--- config.mk ---
export PLATFORM = sky130hd
export DESIGN_NAME = load_store_unit
export DESIGN_NICKNAME = d
export VERILOG_FILES = /design/src/rtl/load_store_unit.sv
export SDC_FILE = /design/constraint.sdc
export NUM_CORES = 1
export LEC_CHECK = 0
export BUFFER_PORTS_ARGS = -buffer_cell sky130_fd_sc_hd__buf_4
export CORE_MARGIN = 2
export CORE_UTILIZATION = 30
export CTS_BUF_LIST = sky130_fd_sc_hd__clkbuf_16
export CTS_CLUSTER_SIZE = 12
export DETAILED_ROUTE_END_ITERATION = 8
export GPL_TIMING_DRIVEN = 0
export MAX_ROUTING_LAYER = met4
export PLACE_DENSITY_LB_ADDON = 0.08
export SYNTH_ARGS = -nofsm -noshare
export SYNTH_HDL_FRONTEND = slang
export SYNTH_SLANG_ARGS = --single-unit
--- constraint.sdc ---
create_clock -name clk -period 2.5 [get_ports clk]
set_clock_uncertainty 0.05 [all_clocks]
set_input_delay 0.125 -clock clk [delete_from_list [all_inputs] [get_ports clk]]
set_output_delay 0.125 -clock clk [all_outputs]
set_load 0.05 [all_outputs]
--- src/rtl/load_store_unit.sv ---
// Load/store unit: checks and issues one RV32I data access at a time on a req/gnt/rvalid memory bus.
// Stores take REQ->RESP and loads take REQ->WAIT->RESP; faults skip the bus; the core is stalled (cpu_ready low) until RESP.
module load_store_unit #(
    parameter logic [31:0] DMEM_START     = 32'h00200000,
    parameter logic [31:0] DMEM_END       = 32'h00250000,
    parameter int unsigned TIMEOUT_CYCLES = 255
) (
    input  logic        clk,
    input  logic        rst,
    input  logic        cpu_valid,
    output logic        cpu_ready,
    input  logic        cpu_we,
    input  logic [2:0]  cpu_funct3,
    input  logic [31:0] cpu_addr,
    input  logic [31:0] cpu_wdata,
    output logic        resp_valid,
    output logic [31:0] resp_rdata,
    output logic        resp_fault,
    output logic [1:0]  resp_cause,
    output logic        mem_req,
    output logic        mem_we,
    output logic [31:0] mem_addr,
    output logic [3:0]  mem_be,
    output logic [31:0] mem_wdata,
    input  logic        mem_gnt,
    input  logic        mem_rvalid,
    input  logic [31:0] mem_rdata
);

    typedef enum logic [1:0] {S_IDLE, S_REQ, S_WAIT, S_RESP} state_t;

    localparam logic [8:0] TIMEOUT_LIM = 9'(TIMEOUT_CYCLES);

    state_t      state_q, state_d;
    logic        we_q, we_d;
    logic [2:0]  f3_q, f3_d;
    logic [31:0] addr_q, addr_d;
    logic [31:0] wdata_q, wdata_d;
    logic [31:0] rdata_q, rdata_d;
    logic [7:0]  cnt_q, cnt_d;
    logic [1:0]  cause_q, cause_d;

    logic        illegal, misaligned, out_of_range;
    logic [1:0]  chk_cause;
    logic [1:0]  off;
    logic [3:0]  be;
    logic [31:0] wdata_rep, shifted, load_ext;
    logic        timeout_hit;

    // Checks run on the live request so the fault cause is known at accept.
    always_comb begin
        illegal = 1'b0;
        if (cpu_we) begin
            illegal = !(cpu_funct3 inside {3'b000, 3'b001, 3'b010});
        end else begin
            illegal = cpu_funct3 inside {3'b011, 3'b110, 3'b111};
        end
        misaligned   = ((cpu_funct3[1:0] == 2'b01) && cpu_addr[0]) ||
                       ((cpu_funct3[1:0] == 2'b10) && (cpu_addr[1:0] != 2'b00));
        out_of_range = (cpu_addr < DMEM_START) || (cpu_addr >= DMEM_END);
        if (illegal || misaligned) begin
            chk_cause = 2'd1;
        end else if (out_of_range) begin
            chk_cause = 2'd2;
        end else begin
            chk_cause = 2'd0;
        end
    end

    // Lane steering from the latched op.
    always_comb begin
        off       = addr_q[1:0];
        be        = 4'b1111;
        wdata_rep = wdata_q;
        case (f3_q[1:0])
            2'b00: begin
                be        = 4'b0001 << off;
                wdata_rep = {4{wdata_q[7:0]}};
            end
            2'b01: begin
                be        = 4'b0011 << off;
                wdata_rep = {2{wdata_q[15:0]}};
            end
            default: begin
                be        = 4'b1111;
                wdata_rep = wdata_q;
            end
        endcase
        shifted = mem_rdata >> {off, 3'b000};
        case (f3_q)
            3'b000:  load_ext = {{24{shifted[7]}}, shifted[7:0]};
            3'b100:  load_ext = {24'd0, shifted[7:0]};
            3'b001:  load_ext = {{16{shifted[15]}}, shifted[15:0]};
            3'b101:  load_ext = {16'd0, shifted[15:0]};
            default: load_ext = mem_rdata;
        endcase
    end

    always_comb begin
        state_d     = state_q;
        we_d        = we_q;
        f3_d        = f3_q;
        addr_d      = addr_q;
        wdata_d     = wdata_q;
        rdata_d     = rdata_q;
        cnt_d       = cnt_q;
        cause_d     = cause_q;
        // A completion seen in the last allowed cycle still wins over the timeout.
        timeout_hit = ({1'b0, cnt_q} + 9'd1) >= TIMEOUT_LIM;
        case (state_q)
            S_IDLE: begin
                if (cpu_valid) begin
                    we_d    = cpu_we;
                    f3_d    = cpu_funct3;
                    addr_d  = cpu_addr;
                    wdata_d = cpu_wdata;
                    rdata_d = 32'd0;
                    cnt_d   = 8'd0;
                    cause_d = chk_cause;
                    state_d = (chk_cause != 2'd0) ? S_RESP : S_REQ;
                end
            end
            S_REQ: begin
                cnt_d = cnt_q + 8'd1;
                if (mem_gnt) begin
                    state_d = we_q ? S_RESP : S_WAIT;
                end else if (timeout_hit) begin
                    cause_d = 2'd3;
                    state_d = S_RESP;
                end
            end
            S_WAIT: begin
                cnt_d = cnt_q + 8'd1;
                if (mem_rvalid) begin
                    rdata_d = load_ext;
                    state_d = S_RESP;
                end else if (timeout_hit) begin
                    cause_d = 2'd3;
                    state_d = S_RESP;
                end
            end
            default: begin
                state_d = S_IDLE;
            end
        endcase
    end

    always_ff @(posedge clk) begin
        if (rst) begin
            state_q <= S_IDLE;
            we_q    <= 1'b0;
            f3_q    <= 3'd0;
            addr_q  <= 32'd0;
            wdata_q <= 32'd0;
            rdata_q <= 32'd0;
            cnt_q   <= 8'd0;
            cause_q <= 2'd0;
        end else begin
            state_q <= state_d;
            we_q    <= we_d;
            f3_q    <= f3_d;
            addr_q  <= addr_d;
            wdata_q <= wdata_d;
            rdata_q <= rdata_d;
            cnt_q   <= cnt_d;
            cause_q <= cause_d;
        end
    end

    always_comb begin
        cpu_ready  = (state_q == S_IDLE);
        mem_req    = (state_q == S_REQ);
        mem_we     = mem_req && we_q;
        mem_addr   = mem_req ? {addr_q[31:2], 2'b00} : 32'd0;
        mem_be     = mem_req ? be : 4'd0;
        mem_wdata  = mem_req ? wdata_rep : 32'd0;
        resp_valid = (state_q == S_RESP);
        resp_cause = resp_valid ? cause_q : 2'd0;
        resp_fault = resp_valid && (cause_q != 2'd0);
        resp_rdata = resp_valid ? rdata_q : 32'd0;
    end

endmodule

==> results of run 1 <==
## what timing repair did
item	CTS	global route
hold buffers	83	0
gates resized for setup	14	24
endpoints found under the hold margin	83	0
endpoints found under the setup margin	87	91
buffers inserted	7	0
pin swaps	2	0
## placed cells by master, fill, tap and decap left out, drive strengths merged, types with 4 or more instances in the layout
cell / netlist / layout
nor3: 9 / 9
nor2b: 12 / 12
dlygate4sd3: 0 / 83
nand3: 9 / 9
a21oi: 130 / 130
a221oi: 7 / 7
inv: 8 / 11
nor2: 53 / 53
clkbuf: 53 / 59
a211oi: 8 / 8
nand2: 181 / 181
ha: 7 / 7
dfxtp: 112 / 112
a221o: 17 / 17
mux2i: 20 / 20
o221ai: 8 / 8
buf: 9 / 224
nand2b: 6 / 6
and3: 4 / 4
and2: 73 / 73
o21ai: 15 / 15
## kinds of logic after synthesis
kind of cell	count (synthesis)	share of synthesized area, %
simple gates	361	28.9
compound gates	204	22.0
flops	112	38.6
buf+inv	70	4.87
mux	21	3.71
fa+ha+maj	7	1.51
xor+xnor	2	0.302
other cells	1	0.0646
## area by class of cell
cell class              instances  area [um2]
repair buffers                298        2440
fillers                      1963        9920
plain buffers                  59         265
multi-input cells             597        3310
clock inverters                 7        61.3
inverters                       8        33.8
flip-flops and latches        112        2240
clock buffers                   9         225
well taps                     260         325
## power by group through the flow
stage               logic (mW)  registers (mW)  clock network, mW
finish                    3.10            2.26               1.46
detailed placement        2.92            2.30                  0
floorplan                 2.00            2.23                  0
CTS                       3.11            2.26               1.51
global route              3.42            2.30               1.58
global placement          2.93            2.29                  0
## tightest hold or removal path, delay by kind of cell
family / cells / cell delay, ps
simple gates: 1 / 50
compound gates: 1 / 100
buf+inv: 1 / 110
## sequential cells by signal (all words and copies together) (netlist names)
signal and cells:
addr_q 32, cause_q 2, cnt_q 8, f3_q 3
rdata_q 32, state_q 2, wdata_q 32, we_q 1
## cells in the mapped netlist, types with 2 or more instances
library cell | count | area (um2)
sky130_fd_sc_hd__a211oi_1 | 8 | 60.1
sky130_fd_sc_hd__buf_4 | 3 | 22.5
sky130_fd_sc_hd__and3_1 | 4 | 25.0
sky130_fd_sc_hd__a221o_1 | 7 | 70.1
sky130_fd_sc_hd__or2_2 | 2 | 12.5
sky130_fd_sc_hd__a21oi_1 | 130 | 651
sky130_fd_sc_hd__nor2b_1 | 12 | 75.1
sky130_fd_sc_hd__nor2_1 | 53 | 199
sky130_fd_sc_hd__o32ai_1 | 2 | 17.5
sky130_fd_sc_hd__o2bb2ai_1 | 2 | 17.5
sky130_fd_sc_hd__nor3_1 | 9 | 45.0
sky130_fd_sc_hd__nor4_1 | 2 | 12.5
sky130_fd_sc_hd__o221ai_1 | 8 | 70.1
sky130_fd_sc_hd__nand2_1 | 181 | 679
sky130_fd_sc_hd__ha_1 | 7 | 87.6
sky130_fd_sc_hd__o21ai_0 | 15 | 75.1
sky130_fd_sc_hd__mux2i_1 | 20 | 200
sky130_fd_sc_hd__a21o_1 | 3 | 22.5
sky130_fd_sc_hd__nand3_1 | 9 | 45.0
sky130_fd_sc_hd__dfxtp_1 | 112 | 2240
sky130_fd_sc_hd__and2_1 | 73 | 457
sky130_fd_sc_hd__clkbuf_1 | 53 | 199
sky130_fd_sc_hd__buf_1 | 4 | 15.0
sky130_fd_sc_hd__a221oi_1 | 7 | 61.3
sky130_fd_sc_hd__inv_1 | 8 | 30.0
sky130_fd_sc_hd__nand2b_1 | 6 | 37.5
sky130_fd_sc_hd__a221o_2 | 10 | 113
sky130_fd_sc_hd__nor3b_1 | 3 | 22.5
## stage by stage
step	setup WS, ps	area (um2)	std cells	util [%]	total power, mW
6_report	198	8910	1350	47.3	6.82
5_1_grt	37.2	8910	1350	47.3	7.30
4_1_cts	-0.0158	8890	1351	47.2	6.88
3_5_place_dp	-364	7700	1247	40.9	5.22
3_3_place_gp	-335	7700	1247	40.9	5.22
2_1_floorplan	18.2	5810	779	-	4.24
## worst max-delay path by stage
| stage | endpoint | slack (ps) |
|---|---|---|
| after floorplan | mem_wdata[13] | 20 |
| after global placement | rdata_q[31]$_SDFFE_PP0P_ | -340 |
| after detailed placement | rdata_q[29]$_SDFFE_PP0P_ | -360 |
| after CTS | mem_wdata[6] | -0.02 |
| after global routing | addr_q[2]$_SDFFE_PP0P_ | 40 |
| final | rdata_q[31]$_SDFFE_PP0P_ | 200 |
## routing by layer
metal  global-route usage, %  vias up
met5                       -        -
met4                    5.58        0
met3                    4.23       27
met2                    34.9      197
met1                    27.7     2930
li1                        -     3268
==> impl_metrics.prom, run 1 <==
# TYPE chip_impl_metric gauge
chip_impl_info{name="ys_dominant_reg_cell",value="sky130_fd_sc_hd__dfxtp_1"} 1
chip_impl_metric{name="total_switching_power",unit="mW"} 2.98
chip_impl_metric{name="syn-cell-area",unit="um2"} 5800
chip_impl_metric{name="relative_contribution_of_combinational_cells_to_total_power",unit="%"} 45.5
chip_impl_metric{name="layout-drive-gt1-share",unit="%"} 26.0
chip_impl_info{name="worst-setup-path-type",value="register to register"} 1
chip_impl_metric{name="synth.ff_latch_count",unit=""} 112
chip_impl_info{name="kind_of_cell_adding_the_most_delay_to_the_critical_path",value="buffers and inverters"} 1
chip_impl_metric{name="firstDrtPassIters",unit=""} 5
chip_impl_info{name="dr.max_layer_used",value="met4"} 1
chip_impl_metric{name="synth_async_sr_flop_share",unit="%"} 0
chip_impl_metric{name="post_drt_via_cell_ratio",unit=""} 4.76
chip_impl_info{name="timing.critical_path.from",value="state_q[0]$_SDFFE_PP0P_"} 1
chip_impl_metric{name="timing_max_transition_violations_final",unit=""} 0
chip_impl_metric{name="cts-htree-levels",unit=""} 3
chip_impl_metric{name="pwr-share-seq",unit="%"} 33.1
chip_impl_metric{name="cp_data_required_time",unit="ps"} 2700
chip_impl_metric{name="wire_length_of_the_first_global_routing_pass",unit="mm"} 33.4
chip_impl_metric{name="grt_max_degree",unit=""} 21
chip_impl_info{name="r2r-start",value="state_q[0]$_SDFFE_PP0P_"} 1
chip_impl_metric{name="maxSlewHeadroom",unit="%"} 50.7
chip_impl_metric{name="finalHoldViolCount",unit=""} 0
chip_impl_metric{name="clk_pin_slew",unit="ps"} 80
chip_impl_metric{name="dp.final_hpwl",unit="mm"} 16.1
chip_impl_metric{name="cp.arrival",unit="ps"} 2500
chip_impl_metric{name="antenna_cells_inserted",unit=""} 0
chip_impl_metric{name="avgRoutedWirePerCell",unit="um"} 15.9
chip_impl_metric{name="powerDensity",unit="nW/um2"} 765
chip_impl_metric{name="drv.max_cap_violation_count",unit=""} 0
chip_impl_metric{name="clock_tree.buffer_depth",unit=""} 2
chip_impl_metric{name="synth_enable_flop_cells",unit=""} 0
chip_impl_metric{name="swShare",unit="%"} 43.7
chip_impl_metric{name="grtUsageTotal",unit="%"} 21.6
chip_impl_metric{name="final_min_period_over_clock_period",unit="%"} 92.1
chip_impl_metric{name="worst_ir_drop_vdd",unit="V"} 0.000370
chip_impl_info{name="reg2reg_to",value="rdata_q[31]$_SDFFE_PP0P_"} 1
chip_impl_metric{name="finalWeightedCongestion",unit=""} 0.797
chip_impl_metric{name="worst-slew-pin-transition",unit="ps"} 733
chip_impl_metric{name="final_antenna_net_count",unit=""} 0
chip_impl_metric{name="initial_antenna_violation_count",unit=""} 0
chip_impl_metric{name="synthesis.instances",unit=""} 778
chip_impl_metric{name="wirelength_met1",unit="mm"} 9.67
chip_impl_metric{name="dieArea",unit="um2"} 20500
chip_impl_metric{name="final_nets",unit=""} 1197
chip_impl_metric{name="timing.critical_path.buf_inv",unit=""} 4
chip_impl_metric{name="largest_fanout_of_any_net_on_the_critical_path",unit=""} 10
chip_impl_info{name="cp-start-kind",value="register"} 1
chip_impl_metric{name="power_frac_clock",unit="%"} 21.4
chip_impl_metric{name="clock_latency_on_the_worst_skew_pair",unit="ps"} 360
chip_impl_metric{name="io_pins",unit=""} 212
chip_impl_metric{name="reg2regPathDepth",unit=""} 10
chip_impl_info{name="ctsRootBufferMaster",value="sky130_fd_sc_hd__clkbuf_16"} 1
chip_impl_info{name="cts_tree",value="built"} 1
chip_impl_metric{name="finalSetupViolations",unit=""} 0
chip_impl_metric{name="syn-mean-instance-area",unit="um2"} 7.46
chip_impl_metric{name="core-area",unit="um2"} 18800
chip_impl_info{name="timing.hold.worst.start",value="mem_gnt"} 1
chip_impl_metric{name="yosysWarningCount",unit=""} 0
chip_impl_metric{name="initial_utilization",unit="%"} 30.8
chip_impl_info{name="hold_path_end",value="state_q[1]$_SDFFE_PP0P_"} 1
chip_impl_metric{name="placement_rows",unit=""} 50
chip_impl_info{name="min-delay-path-class",value="primary input to register"} 1
chip_impl_metric{name="synth_cell_types",unit=""} 53
chip_impl_metric{name="num_vias",unit=""} 6422
chip_impl_info{name="path_cells",value="inv_1 > ha_2 > buf_2 > nand2b_2 > and3_2 > nand2b_2 > a2111oi_4 > buf_4 > buf_6 > a221o_2"} 1
chip_impl_metric{name="die-width",unit="um"} 143
chip_impl_metric{name="met3WireLength",unit="mm"} 1.13
chip_impl_metric{name="die_span_y",unit="um"} 143
chip_impl_info{name="endpoint_kind",value="register"} 1
chip_impl_metric{name="drcViolationCount",unit=""} 0
chip_impl_metric{name="worstSetupPathDepth",unit=""} 10
chip_impl_metric{name="ff2ff_setup_slack",unit="ps"} 200
chip_impl_metric{name="p_int",unit="mW"} 3.84
chip_impl_metric{name="congestion_overflow_gr",unit=""} 0
chip_impl_metric{name="fin_worst_hold_slack",unit="ps"} 23.2
chip_impl_info{name="crit_path_top_delay_cell",value="sky130_fd_sc_hd__dfxtp_1"} 1
chip_impl_metric{name="cts_sinks",unit=""} 112
chip_impl_info{name="path_common_cell",value="sky130_fd_sc_hd__nand2b_2"} 1
chip_impl_metric{name="register_area_share_after_synthesis",unit="%"} 38.6
chip_impl_info{name="rsz0062_at_grt",value="false"} 1
chip_impl_metric{name="power.static_leakage",unit="nW"} 3.71
chip_impl_metric{name="drt-total-wl",unit="mm"} 21.4
chip_impl_metric{name="first_global_vias",unit=""} 6257
chip_impl_metric{name="crit_path_largest_cell_delay",unit="ps"} 360
chip_impl_metric{name="drt_first_iter_violations",unit=""} 305
chip_impl_info{name="status",value="finished clean"} 1
chip_impl_metric{name="port_buffers",unit=""} 208
chip_impl_metric{name="cts_made_buffers",unit=""} 9
chip_impl_metric{name="routed_wl_met2",unit="mm"} 10.3
chip_impl_metric{name="hold_path_depth",unit=""} 3
chip_impl_metric{name="timing.setup.tns",unit="ps"} 0
chip_impl_metric{name="area_growth_syn_to_layout",unit="%"} 53.5
chip_impl_metric{name="achievable_clock_frequency",unit="GHz"} 0.434
chip_impl_metric{name="final_period_minus_worst_setup_slack",unit="ps"} 2300
Note: power is estimated with default switching activity, not from simulation.
==> run 2: changes to the inputs <==
Settings changed: CTS_CLUSTER_SIZE 12 to default, PLACE_DENSITY from default to 0.6, PLACE_DENSITY_LB_ADDON 0.08 to default.
==> impl_metrics.prom, run 2 (same netlist as run 1, synthesis figures left out) <==
# TYPE chip_impl_metric gauge
chip_impl_info{name="cts_tree",value="built"} 1
chip_impl_info{name="rsz0062_at_grt",value="false"} 1
chip_impl_metric{name="wire_length_of_the_first_global_routing_pass",unit="mm"} 33.2
chip_impl_metric{name="worst-slew-pin-transition",unit="ps"} 794
chip_impl_metric{name="fill_cells",unit=""} 1893
chip_impl_metric{name="final_period_minus_worst_setup_slack",unit="ps"} 2350
chip_impl_metric{name="finalHoldViolCount",unit=""} 0
chip_impl_metric{name="drt_first_iter_violations",unit=""} 379
chip_impl_info{name="reg2reg_to",value="rdata_q[18]$_SDFFE_PP0P_"} 1
chip_impl_info{name="min-delay-path-class",value="primary input to register"} 1
chip_impl_metric{name="die-width",unit="um"} 143
chip_impl_metric{name="placement_rows",unit=""} 50
chip_impl_info{name="ctsRootBufferMaster",value="sky130_fd_sc_hd__clkbuf_16"} 1
chip_impl_metric{name="worst_ir_drop_vdd",unit="V"} 0.000373
chip_impl_info{name="largest_registers_ranked_by_flip_flop_count",value="addr_q x32, rdata_q x32, wdata_q x32"} 1
chip_impl_metric{name="final_nets",unit=""} 1193
chip_impl_metric{name="post_dp_cell_area",unit="um2"} 7700
chip_impl_metric{name="hold_path_depth",unit=""} 3
chip_impl_metric{name="final_min_period_over_clock_period",unit="%"} 93.9
chip_impl_metric{name="firstDrtPassIters",unit=""} 5
chip_impl_metric{name="cts_sinks",unit=""} 112
chip_impl_metric{name="cts_made_buffers",unit=""} 9
chip_impl_metric{name="initial_antenna_violation_count",unit=""} 0
chip_impl_metric{name="finalWorstSetupSlack",unit="ps"} 154
chip_impl_metric{name="first_global_vias",unit=""} 6326
chip_impl_metric{name="final_area",unit="um2"} 8890
chip_impl_metric{name="grtUsageTotal",unit="%"} 21.5
chip_impl_info{name="crit_path_top_delay_cell",value="sky130_fd_sc_hd__dfxtp_2"} 1
chip_impl_metric{name="achievable_clock_frequency",unit="GHz"} 0.426
chip_impl_metric{name="maxSlewHeadroom",unit="%"} 46.6
chip_impl_metric{name="cp.arrival",unit="ps"} 2170
chip_impl_metric{name="drv.max_cap_violation_count",unit=""} 0
chip_impl_metric{name="power.static_leakage",unit="nW"} 3.70
chip_impl_info{name="top_usage_layer",value="met2"} 1
chip_impl_metric{name="grt_max_degree",unit=""} 20
chip_impl_metric{name="gr-usage-met2",unit="%"} 34.9
chip_impl_metric{name="finalSetupViolations",unit=""} 0
chip_impl_metric{name="clk_pin_slew",unit="ps"} 80
chip_impl_metric{name="drt-total-wl",unit="mm"} 21.7
chip_impl_metric{name="post_drt_via_cell_ratio",unit=""} 4.85
chip_impl_metric{name="timing_max_transition_violations_final",unit=""} 0
chip_impl_metric{name="antenna_cells_inserted",unit=""} 0
chip_impl_info{name="endpoint_kind",value="output pin"} 1
chip_impl_metric{name="die_span_y",unit="um"} 143
chip_impl_metric{name="clock_latency_on_the_worst_skew_pair",unit="ps"} 360
chip_impl_info{name="r2r-start",value="state_q[0]$_SDFFE_PP0P_"} 1
chip_impl_metric{name="cp_data_required_time",unit="ps"} 2330
chip_impl_metric{name="clock_tree.buffer_depth",unit=""} 2
chip_impl_metric{name="core-area",unit="um2"} 18800
chip_impl_metric{name="num_vias",unit=""} 6526
chip_impl_info{name="hold_path_end",value="addr_q[0]$_SDFFE_PP0P_"} 1
chip_impl_metric{name="dieArea",unit="um2"} 20500
chip_impl_metric{name="io_pins",unit=""} 212
chip_impl_metric{name="timing.setup.tns",unit="ps"} 0
chip_impl_metric{name="largest_fanout_of_any_net_on_the_critical_path",unit=""} 10
chip_impl_metric{name="layout.core_utilization",unit="%"} 47.2
chip_impl_metric{name="drcViolationCount",unit=""} 0
chip_impl_info{name="cp-start-kind",value="register"} 1
chip_impl_metric{name="reg2regPathDepth",unit=""} 10
chip_impl_metric{name="dpl_worst_slack",unit="ps"} -296
chip_impl_metric{name="use_met1",unit="%"} 27.2
chip_impl_info{name="leading_cell_type_in_the_layout_fill_and_taps_excluded",value="sky130_fd_sc_hd__buf_4"} 1
chip_impl_metric{name="avgRoutedWirePerCell",unit="um"} 16.2
chip_impl_info{name="path_cells",value="inv_1 > ha_2 > clkinvlp_4 > clkbuf_2 > a21oi_1 > buf_4"} 1
chip_impl_metric{name="final_antenna_net_count",unit=""} 0
chip_impl_info{name="status",value="finished clean"} 1
chip_impl_info{name="timing.hold.worst.start",value="cpu_addr[0]"} 1
chip_impl_info{name="worst-setup-path-type",value="register to output pin"} 1
chip_impl_metric{name="initial_utilization",unit="%"} 30.8
chip_impl_metric{name="area_growth_syn_to_layout",unit="%"} 53.2
chip_impl_metric{name="cts-htree-levels",unit=""} 3
chip_impl_metric{name="crit_path_largest_cell_delay",unit="ps"} 370
chip_impl_metric{name="grtUsageMet3",unit="%"} 3.59
chip_impl_metric{name="powerDensity",unit="nW/um2"} 778
chip_impl_metric{name="layout-drive-gt1-share",unit="%"} 25.9
chip_impl_metric{name="finalWeightedCongestion",unit=""} 0.888
chip_impl_info{name="layout.cells.most_common_list",value="sky130_fd_sc_hd__buf_4, sky130_fd_sc_hd__nand2_1, sky130_fd_sc_hd__a21oi_1, sky130_fd_sc_hd__dfxtp_1, sky130_fd_sc_hd__dlygate4sd3_1"} 1
chip_impl_metric{name="dp.final_hpwl",unit="mm"} 15.9
chip_impl_metric{name="ff2ff_setup_slack",unit="ps"} 190
chip_impl_metric{name="port_buffers",unit=""} 208
chip_impl_metric{name="congestion_overflow_gr",unit=""} 0
chip_impl_metric{name="fin_worst_hold_slack",unit="ps"} 6.71
==> run 2: cell count changes in the layout (fill, tap and decap cells not counted), sizes merged <==
cell	change
buf	-1
bufinv	+1
clkinvlp	+1
dlygate4sd3	-3
inv	-2
==> run 2: stage by stage <==
stage               power [mW]  cells
floorplan                 4.24    779
global placement          5.19   1247
detailed placement        5.22   1247
CTS                       6.93   1347
global route              7.33   1346
finish                    6.91   1346
==> run 2: worst max path at each step <==
| stage | startpoint | endpoint | slack, ps | cells after the start |
|---|---|---|---|---|
| 2_1_floorplan | state_q[1]$_SDFFE_PP0P_ | mem_wdata[13] | 20 | 6 |
| 3_3_place_gp | state_q[1]$_SDFFE_PP0P_ | rdata_q[30]$_SDFFE_PP0P_ | -250 | 9 |
| 3_5_place_dp | state_q[1]$_SDFFE_PP0P_ | rdata_q[18]$_SDFFE_PP0P_ | -300 | 9 |
| 4_1_cts | state_q[1]$_SDFFE_PP0P_ | mem_wdata[4] | 0.3 | 6 |
| 5_1_grt | state_q[0]$_SDFFE_PP0P_ | f3_q[1]$_SDFFE_PP0P_ | 20 | 9 |
| 6_report | state_q[1]$_SDFFE_PP0P_ | mem_wdata[13] | 150 | 6 |
==> run 2: critical path, delay by kind of cell, from the launching register on <==
| kind | cells | cell delay, ps |
|---|---|---|
| flops | 1 | 370 |
| compound gates | 1 | 270 |
| fa+ha+maj | 1 | 340 |
| buf+inv | 4 | 820 |
==> run 2: timing repair <==
| item | 4_1_cts | 5_1_grt |
|---|---|---|
| resized for setup | 16 | 20 |
| buffers inserted | 6 | 0 |
| pin swaps | 2 | 0 |
| hold endpoints to repair | 80 | 0 |
| cloned | 0 | 0 |
| endpoints found under the setup margin | 84 | 107 |
| hold buffers | 80 | 0 |
==> run 2: routing by layer <==
layer | wire length [um] | vias to the layer above
li1 | - | 3264
met1 | 9890 | 3019
met2 | 10400 | 209
met3 | 1020 | 34
met4 | 421 | 0
met5 | 0 | -
==> run 2: cell type report <==
cell class	count	area [um2]	area share [%]
buffer	59	267	3.00
clock buffer	9	225	2.53
clock inverter	7	80.1	0.901
inverter	8	33.8	0.380
multi-input combinational	597	3310	37.2
sequential	112	2240	25.2
tap	260	325	3.66
timing repair buffer	294	2410	27.1
==> run 2: report_power, final <==
| group | total (mW) | switching [mW] | internal (mW) |
|---|---|---|---|
| clock | 1.53 | 0.739 | 0.792 |
| sequential | 2.26 | 0.196 | 2.06 |
| combinational | 3.12 | 2.05 | 1.08 |
| total | 6.91 | 2.98 | 3.93 |
